==> src/rtl/jellyvl_cdc_handshake_receiver.sv <==
// -----------------------------------------------------------------------------
// jellyvl_cdc_handshake_receiver
//
// Destination-side responder for a 4-phase CDC handshake channel. Runs wholly
// in the destination clock domain. Each request is captured into a small FIFO
// and acknowledged. Captured words leave as a valid/ready stream. While the
// FIFO is full the acknowledge is withheld, so the source side is held back.
//
// Parameters
//   WIDTH     data width, matches the CDC channel
//   FIFO_PTR  log2 of FIFO depth (0..4); depth = 2**FIFO_PTR
//
// Ports
//   clk       destination clock
//   rst       asynchronous reset, active-low
//   dest_req  request from the CDC channel, already synchronised to clk
//   dest_in   channel data, stable while dest_req=1
//   dest_ack  acknowledge back to the CDC channel
//   m_data    stream data (FIFO head, fall-through)
//   m_valid   stream valid
//   m_ready   stream ready
//   m_count   FIFO fill level, 0..2**FIFO_PTR
// -----------------------------------------------------------------------------
module jellyvl_cdc_handshake_receiver #(
  parameter int WIDTH    = 4,
  parameter int FIFO_PTR = 2
) (
  input  logic                clk,
  input  logic                rst,
  input  logic                dest_req,
  input  logic [WIDTH-1:0]    dest_in,
  output logic                dest_ack,
  output logic [WIDTH-1:0]    m_data,
  output logic                m_valid,
  input  logic                m_ready,
  output logic [FIFO_PTR:0]   m_count
);

  localparam int DEPTH = 1 << FIFO_PTR;
  // A depth-1 FIFO still needs a legal (1-bit) pointer; it is simply held at 0.
  localparam int PTR_W = (FIFO_PTR > 0) ? FIFO_PTR : 1;
  localparam logic [FIFO_PTR:0] FULL_COUNT = (FIFO_PTR + 1)'(DEPTH);

  localparam logic [0:0] IDLE = 1'b0;
  localparam logic [0:0] ACK  = 1'b1;

  logic [0:0]       state;
  logic [PTR_W-1:0] wr_ptr;
  logic [PTR_W-1:0] rd_ptr;
  logic [WIDTH-1:0] mem [DEPTH];

  logic do_push;
  logic do_pop;

  function automatic logic [PTR_W-1:0] ptr_next(input logic [PTR_W-1:0] p);
    if (FIFO_PTR == 0) return '0;
    return p + PTR_W'(1);
  endfunction

  // Capture is level-detected in IDLE only. Leaving IDLE until the request
  // drops makes it behave like an edge detect: one write per request.
  // Full uses the registered count, so a same-cycle pop does not open a slot.
  assign do_push = (state == IDLE) && dest_req && (m_count != FULL_COUNT);
  assign do_pop  = m_valid && m_ready;

  assign m_valid  = (m_count != '0);
  assign m_data   = mem[rd_ptr];
  assign dest_ack = (state == ACK);

  // Handshake FSM
  // NOTE: sequential state uses non-blocking assignments so every flop samples
  // pre-edge values; blocking here would create order-dependent simulation.
  always_ff @(posedge clk or negedge rst) begin
    if (!rst) begin
      state <= IDLE;
    end else begin
      case (state)
        IDLE:    if (do_push)   state <= ACK;
        ACK:     if (!dest_req) state <= IDLE;
        default:                state <= IDLE;
      endcase
    end
  end

  // FIFO storage
  // NOTE: the storage array is reset on purpose: it is tiny, and m_data reads
  // the array directly, so it must come out of reset as zero, not X.
  always_ff @(posedge clk or negedge rst) begin
    if (!rst) begin
      for (int i = 0; i < DEPTH; i++) mem[i] <= '0;
    end else if (do_push) begin
      mem[wr_ptr] <= dest_in;
    end
  end

  // Pointers and fill level
  always_ff @(posedge clk or negedge rst) begin
    if (!rst) begin
      wr_ptr  <= '0;
      rd_ptr  <= '0;
      m_count <= '0;
    end else begin
      if (do_push) wr_ptr <= ptr_next(wr_ptr);
      if (do_pop)  rd_ptr <= ptr_next(rd_ptr);
      case ({do_push, do_pop})
        2'b10:   m_count <= m_count + (FIFO_PTR + 1)'(1);
        2'b01:   m_count <= m_count - (FIFO_PTR + 1)'(1);
        default: m_count <= m_count;
      endcase
    end
  end

endmodule

==> config.mk <==
export PLATFORM = sky130hd
export DESIGN_NAME = jellyvl_cdc_handshake_receiver
export DESIGN_NICKNAME = d
export VERILOG_FILES = /design/src/rtl/jellyvl_cdc_handshake_receiver.sv
export SDC_FILE = /design/constraint.sdc
export NUM_CORES = 1
export LEC_CHECK = 0
export ABC_AREA = 1
export BUFFER_PORTS_ARGS = -buffer_cell sky130_fd_sc_hd__buf_2
export CORE_UTILIZATION = 55
export DETAILED_ROUTE_END_ITERATION = 8
export GPL_TIMING_DRIVEN = 0
export PLACE_DENSITY = 0.82
export RECOVER_POWER = 100
export SETUP_SLACK_MARGIN = 0.2
export SYNTH_ARGS = -nofsm -noshare
export SYNTH_HDL_FRONTEND = slang
export SYNTH_SLANG_ARGS = --single-unit
==> constraint.sdc <==
create_clock -name clk -period 5.21 [get_ports clk]
set_input_delay 0.2605 -clock clk [delete_from_list [all_inputs] [get_ports clk]]
set_output_delay 0.2605 -clock clk [all_outputs]
set_load 0.005 [all_outputs]
After elaboration in Yosys (flattened, before gate mapping)
Index checks and enable logic that the tools add are counted.
{"block": "totals", "regBits": 24, "latch_bits": 0, "ramBits": 0, "mem_bits_ro": 0, "input_bits": 8, "out_inout_bits": 9, "word_cells": 37, "memories": 0}
{"block": "op_classes", "addsub": 4, "mul": 0, "div": 0, "order_cmp": 3, "eq_ne": 3, "shifts": 0, "muxes": 10, "bitwise_logic": 3, "reduce_logical": 6}
{"operator": "$bwmux 16", "count": 1}
{"operator": "$mux 4", "count": 3}
{"operator": "$bmux 4 s2", "count": 1}
{"operator": "$demux 4 s2", "count": 1}
{"operator": "$ge 3x3->1 const B", "count": 2}
{"operator": "$not 2->3", "count": 2}
{"operator": "$pmux 3 s2", "count": 1}
{"operator": "$add 2x1->2 const B", "count": 2}
{"operator": "$logic_and 1x1->1", "count": 4}
{"operator": "$add 3x1->3 const B", "count": 1}
{"operator": "$lt 3x1->1 const B", "count": 1}
{"operator": "$ne 3x3->1 const B", "count": 1}
{"operator": "$reduce_bool 3->1", "count": 1}
{"operator": "$sub 3x1->3 const B", "count": 1}
{"operator": "$eq 2x1->1 const B", "count": 1}
{"operator": "$eq 2x2->1 const B", "count": 1}
{"operator": "$mux 1", "count": 2}
{"operator": "$pmux 1 s2", "count": 1}
{"operator": "$reduce_bool 2->1", "count": 1}
{"operator": "$not 1->1", "count": 1}

Depth between registers and ports, before layout
{"block": "logic_depth", "depth_word": 6, "ltp_mapped": 12, "ltp_nobuf": 12}

Worst setup path after synthesis
Ideal clock, no wire load.
{"block": "synth_timing", "path_type": "reg-to-reg", "startpoint": "register m_count[1]", "endpoint": "register m_count[2]", "setup_ns": 0.117, "t_arrival_ns": 1.651, "t_required_ns": 5.093, "path_slack_ns": 3.442, "stages_incl_launch_ff": 12, "n_path_buf": 1, "synth_period_minus_slack_ns": 1.768, "path_cell_list": "dfrtp_1 > nor2_2 > nand2_2 > buf_6 > nand2_4 > ha_1 > inv_1 > fa_1 > nand2_1 > nand3_1 > nand2_1 > nand2_1"}
{"block": "synth_via", "elab_chain_cells": 4, "word_cells_on_any_way": 10, "cone_classes": "2 x add/sub; 3 x eq/ne; 1 x mux; 4 x reduce/logical"}
{"item": "from (decl)", "line_no": "36", "source": "output logic [FIFO_PTR:0] m_count"}
{"item": "from (signal assigned)", "line_no": "106", "source": "2'b10: m_count <= m_count + (FIFO_PTR + 1)'(1);"}
{"item": "from (signal assigned)", "line_no": "107", "source": "2'b01: m_count <= m_count - (FIFO_PTR + 1)'(1);"}
{"item": "from (signal assigned)", "line_no": "108", "source": "default: m_count <= m_count;"}
{"item": "$ne 3x3->1 / $reduce_bool 3->1 (equally long branches)", "line_no": "63, 66"}
{"item": "$logic_and 1x1->1 (on tied branches)", "line_no": "63, 64"}
{"item": "$eq 2x1->1 / $eq 2x2->1 (equally long branches)", "line_no": "105", "source": "case ({do_push, do_pop})"}
{"item": "$pmux 3 s2 / $reduce_bool 2->1 (equally long branches)"}
Parallel ways exist; a longest one is shown, timed or not.
A chain may end at the register's enable or synchronous reset.

Final worst setup path
{"block": "layout_timing", "startpoint": "register m_count[0]", "endpoint": "register m_count[1]"}
Same word-level chain as after synthesis.

==> parameters.txt <==
Parameter                              Value

Run status
  Outcome    finished clean

Drt
  Number of design rule violations left after detail routing    0
  Routed len/inst    14.0 um
  Via count of the routed design    1148
  DRT iter0 DRCs    39
  Detailed-route vias per instance    5.63
  Drt first pass iters    4
  Remaining number of nets flagged by the antenna check after routing    0
  Total length of routed wires    2850 um

Global route
  Overflow after GRT    0
  Vias in the first global route    1073
  Antenna violations before repair    0
  Maximum number of pins on one net before global-route repair    25
  Combined global-route utilization of all metal layers    25.8%
  First-pass GRT wire length    4910 um

Setup path
  Worst setup path end    m_count[1]$_DFFE_PN0P_
  Type of element launching the critical path    flop
  Biggest fanout along the worst timing path    10
  Worst setup path start    m_count[0]$_DFFE_PN0P_
  Count of cells along the worst register-to-register path    8
  R2R Path End    m_count[1]$_DFFE_PN0P_
  Crit end category    flop
  Type of the worst setup path    flop to flop
  Worst R2R Setup Slack    2860 ps
  Required time worst endpoint    5460 ps
  CP arrival    2600 ps
  Start of the worst register-to-register path    m_count[0]$_DFFE_PN0P_

Pwr
  Leakage dissipation    0.000760 uW
  Cell Int Power    507 uW
  Worst IR drop on VDD    0.390 mV
  Part of the total power dissipated in combinational logic    46.8%
  Psw    377 uW
  Pwr/cell area    617 mW/mm^2
  Power share of the sequential group    38.1%
  Clock share of power    15.1%
  Sw frac    42.6%

STA
  Worst Slack Setup Final    2860 ps
  Max-Slew Margin vs Limit    16.3%
  Tcrit/Tclk final    45.1%
  Total Neg Setup Slack    0 ps
  Fin. max-slew vios    0
  Final setup violation count    0
  Minimum clock period    2350 ps
  Fin. Hold Viols    0
  Worst clock skew    18.9 ps
  RSZ-0062 raised after global routing    false
  Worst-Margin Slew    1260 ps
  Achievable clock frequency    425 MHz

Synth
  Number of unique standard cell types used by synthesis    18
  Biggest area contributors in the synthesized netlist    sky130_fd_sc_hd__dfrtp_1 47%, sky130_fd_sc_hd__nand2_1 15%, sky130_fd_sc_hd__nand4_1 8.3%
  Total number of yosys warnings    0
  Post-synthesis cell count    155
  Cell type with the largest total area after synthesis    sky130_fd_sc_hd__dfrtp_1
  Number of synthesized flops with an enable pin    0
  Leading register cell type out of synthesis    sky130_fd_sc_hd__dfrtp_1
  Post-synthesis sequential element count    24
  Post-synth top area share    46.8%
  Fraction of the yosys area taken by sequential cells    46.8%
  Synth async-reset ratio    100%
  Top-count cell post-synth    sky130_fd_sc_hd__nand2_1
  Syn Area/Cell    8.28 um^2
  Mapped Nets    169
  Summed instance area of the synthesized netlist    0.00128 mm^2
  Most numerous cell types in the synthesized netlist    52 x sky130_fd_sc_hd__nand2_1, 24 x sky130_fd_sc_hd__dfrtp_1, 17 x sky130_fd_sc_hd__nand4_1

Clock network
  H-Tree Depth    1
  CTS tree    built
  CTS Buf Count    3
  Clock transition time at the flip-flop clock pins of the worst setup and hold paths    140 ps
  Insertion delay to the later sink of the worst-skew pair    320 ps
  Clock tree root driver cell    sky130_fd_sc_hd__clkbuf_4
  Max Buffers Root-to-Sink    2
  Clock sink count    24

Cells and area
  Area added between synthesis and finish    11.6%
  Area of all placed cells without fillers    0.00143 mm^2
  Proportion of layout cells with a drive suffix above 1    11.9%
  Number of nets in the finished design    191
  Number of antenna cells inserted    0

Floorplanning
  Floorplan die width    50.3 um
  Die span in y    50.3 um
  Starting density of the core    58.0%
  Count of boundary I/O pins    17
  Std-Cell Rows    17
  Die area    0.00253 mm^2
  Core area    0.00221 mm^2

Place
  Setup slack at placement    3280 ps
  Detailed placement HPWL    2010 um
  Cell area after placement    0.00140 mm^2
  Final Wtd Congestion    0.827
  Count of port buffers added during placement    16

Hold path
  Kind of path behind the tightest hold check    input pin to flop

Flow run
  Max-cap check violation count    0
## layout make-up
cell class                 instances  area, um^2
fill                             177         779
inverter                          12        45.0
sequential                        24         601
buffer                             5        30.0
clock inverter                     1        30.0
multi-input combinational        114         583
timing repair buffer              17        86.3
tap                               28        35.0
clock buffer                       3        22.5
## routing by layer
metal | part of all wire [%] | GRT usage [%]
met1 | 46 | 36.0
met2 | 48 | 42.2
met3 | 4.8 | 2.73
met4 | 1.2 | 8.33
met5 | 0 | 0
## through the flow
| step | cells | hold slack [ps] | util (%) | total power, uW |
|---|---|---|---|---|
| 4_1_cts | 204 | 158 | 66.1 | 901 |
| 2_1_floorplan | 155 | -35.1 | - | 629 |
| 3_3_place_gp | 199 | 263 | 63.2 | 733 |
| 5_1_grt | 204 | 156 | 64.8 | 964 |
| 6_report | 204 | 151 | 64.8 | 884 |
| 3_5_place_dp | 199 | 271 | 63.2 | 765 |
## cells by family (layout without fill, tap and decap cells)
| group | after synthesis | count (layout) | synth area share, % |
|---|---|---|---|
| AND/OR/NAND/NOR | 94 | 94 | 34.2 |
| flip-flops | 24 | 24 | 46.8 |
| buffers and inverters | 17 | 38 | 6.82 |
| AO/OA/AOI/OAI | 13 | 13 | 5.07 |
| adder cells (fa/ha/maj) | 6 | 6 | 6.43 |
| XOR/XNOR | 1 | 1 | 0.682 |
## layout by cell type, fill, tap and decap left out, types with 2 or more instances in the layout
master	instances
sky130_fd_sc_hd__inv_1	12
sky130_fd_sc_hd__clkbuf_2	2
sky130_fd_sc_hd__nand2_1	54
sky130_fd_sc_hd__ha_1	5
sky130_fd_sc_hd__clkbuf_1	6
sky130_fd_sc_hd__buf_2	11
sky130_fd_sc_hd__dfrtp_1	24
sky130_fd_sc_hd__nor2_1	13
sky130_fd_sc_hd__clkbuf_4	3
sky130_fd_sc_hd__o21ai_0	13
sky130_fd_sc_hd__nand4_1	17
sky130_fd_sc_hd__nand3_1	8
## worst min path at each step
stage	startpoint	to	slack (ps)	cells past startpoint
after floorplan	rst	dest_ack$_DFF_PN0_	-40	0
after global placement	rst	rd_ptr[0]$_DFFE_PN0P_	260	1
after detailed placement	rst	rd_ptr[0]$_DFFE_PN0P_	270	1
after CTS	dest_req	dest_ack$_DFF_PN0_	160	3
after global routing	dest_req	dest_ack$_DFF_PN0_	160	3
final	dest_req	dest_ack$_DFF_PN0_	150	3
## flip-flops by register name (all words and copies together) (netlist names)
signal    flops
dest_ack      1
rd_ptr        2
m_count       3
wr_ptr        2
mem          16
## critical path: stages, from the launching register on
cell and delay (ps):
sky130_fd_sc_hd__dfrtp_1 440, sky130_fd_sc_hd__nor2_1 80, sky130_fd_sc_hd__nand2_1 150, sky130_fd_sc_hd__clkbuf_1 440, sky130_fd_sc_hd__nand2_1 240, sky130_fd_sc_hd__ha_1 280, sky130_fd_sc_hd__inv_1 90, sky130_fd_sc_hd__fa_1 410
sky130_fd_sc_hd__o21ai_0 160
## timing repair
| item | 4_1_cts | 5_1_grt |
|---|---|---|
| setup buffers | 0 | 0 |
| hold endpoints to repair | 24 | 0 |
| gates resized for setup | 0 | 0 |
| hold buffers | 1 | 0 |
## power groups by stage
stage	Combinational [uW]	Clock (uW)	Sequential, uW
2_1_floorplan	304	0	325
3_3_place_gp	399	0	334
3_5_place_dp	424	0	340
4_1_cts	430	134	337
5_1_grt	476	141	347
6_report	414	133	337
No activity file was read; power rests on OpenSTA's default activity.
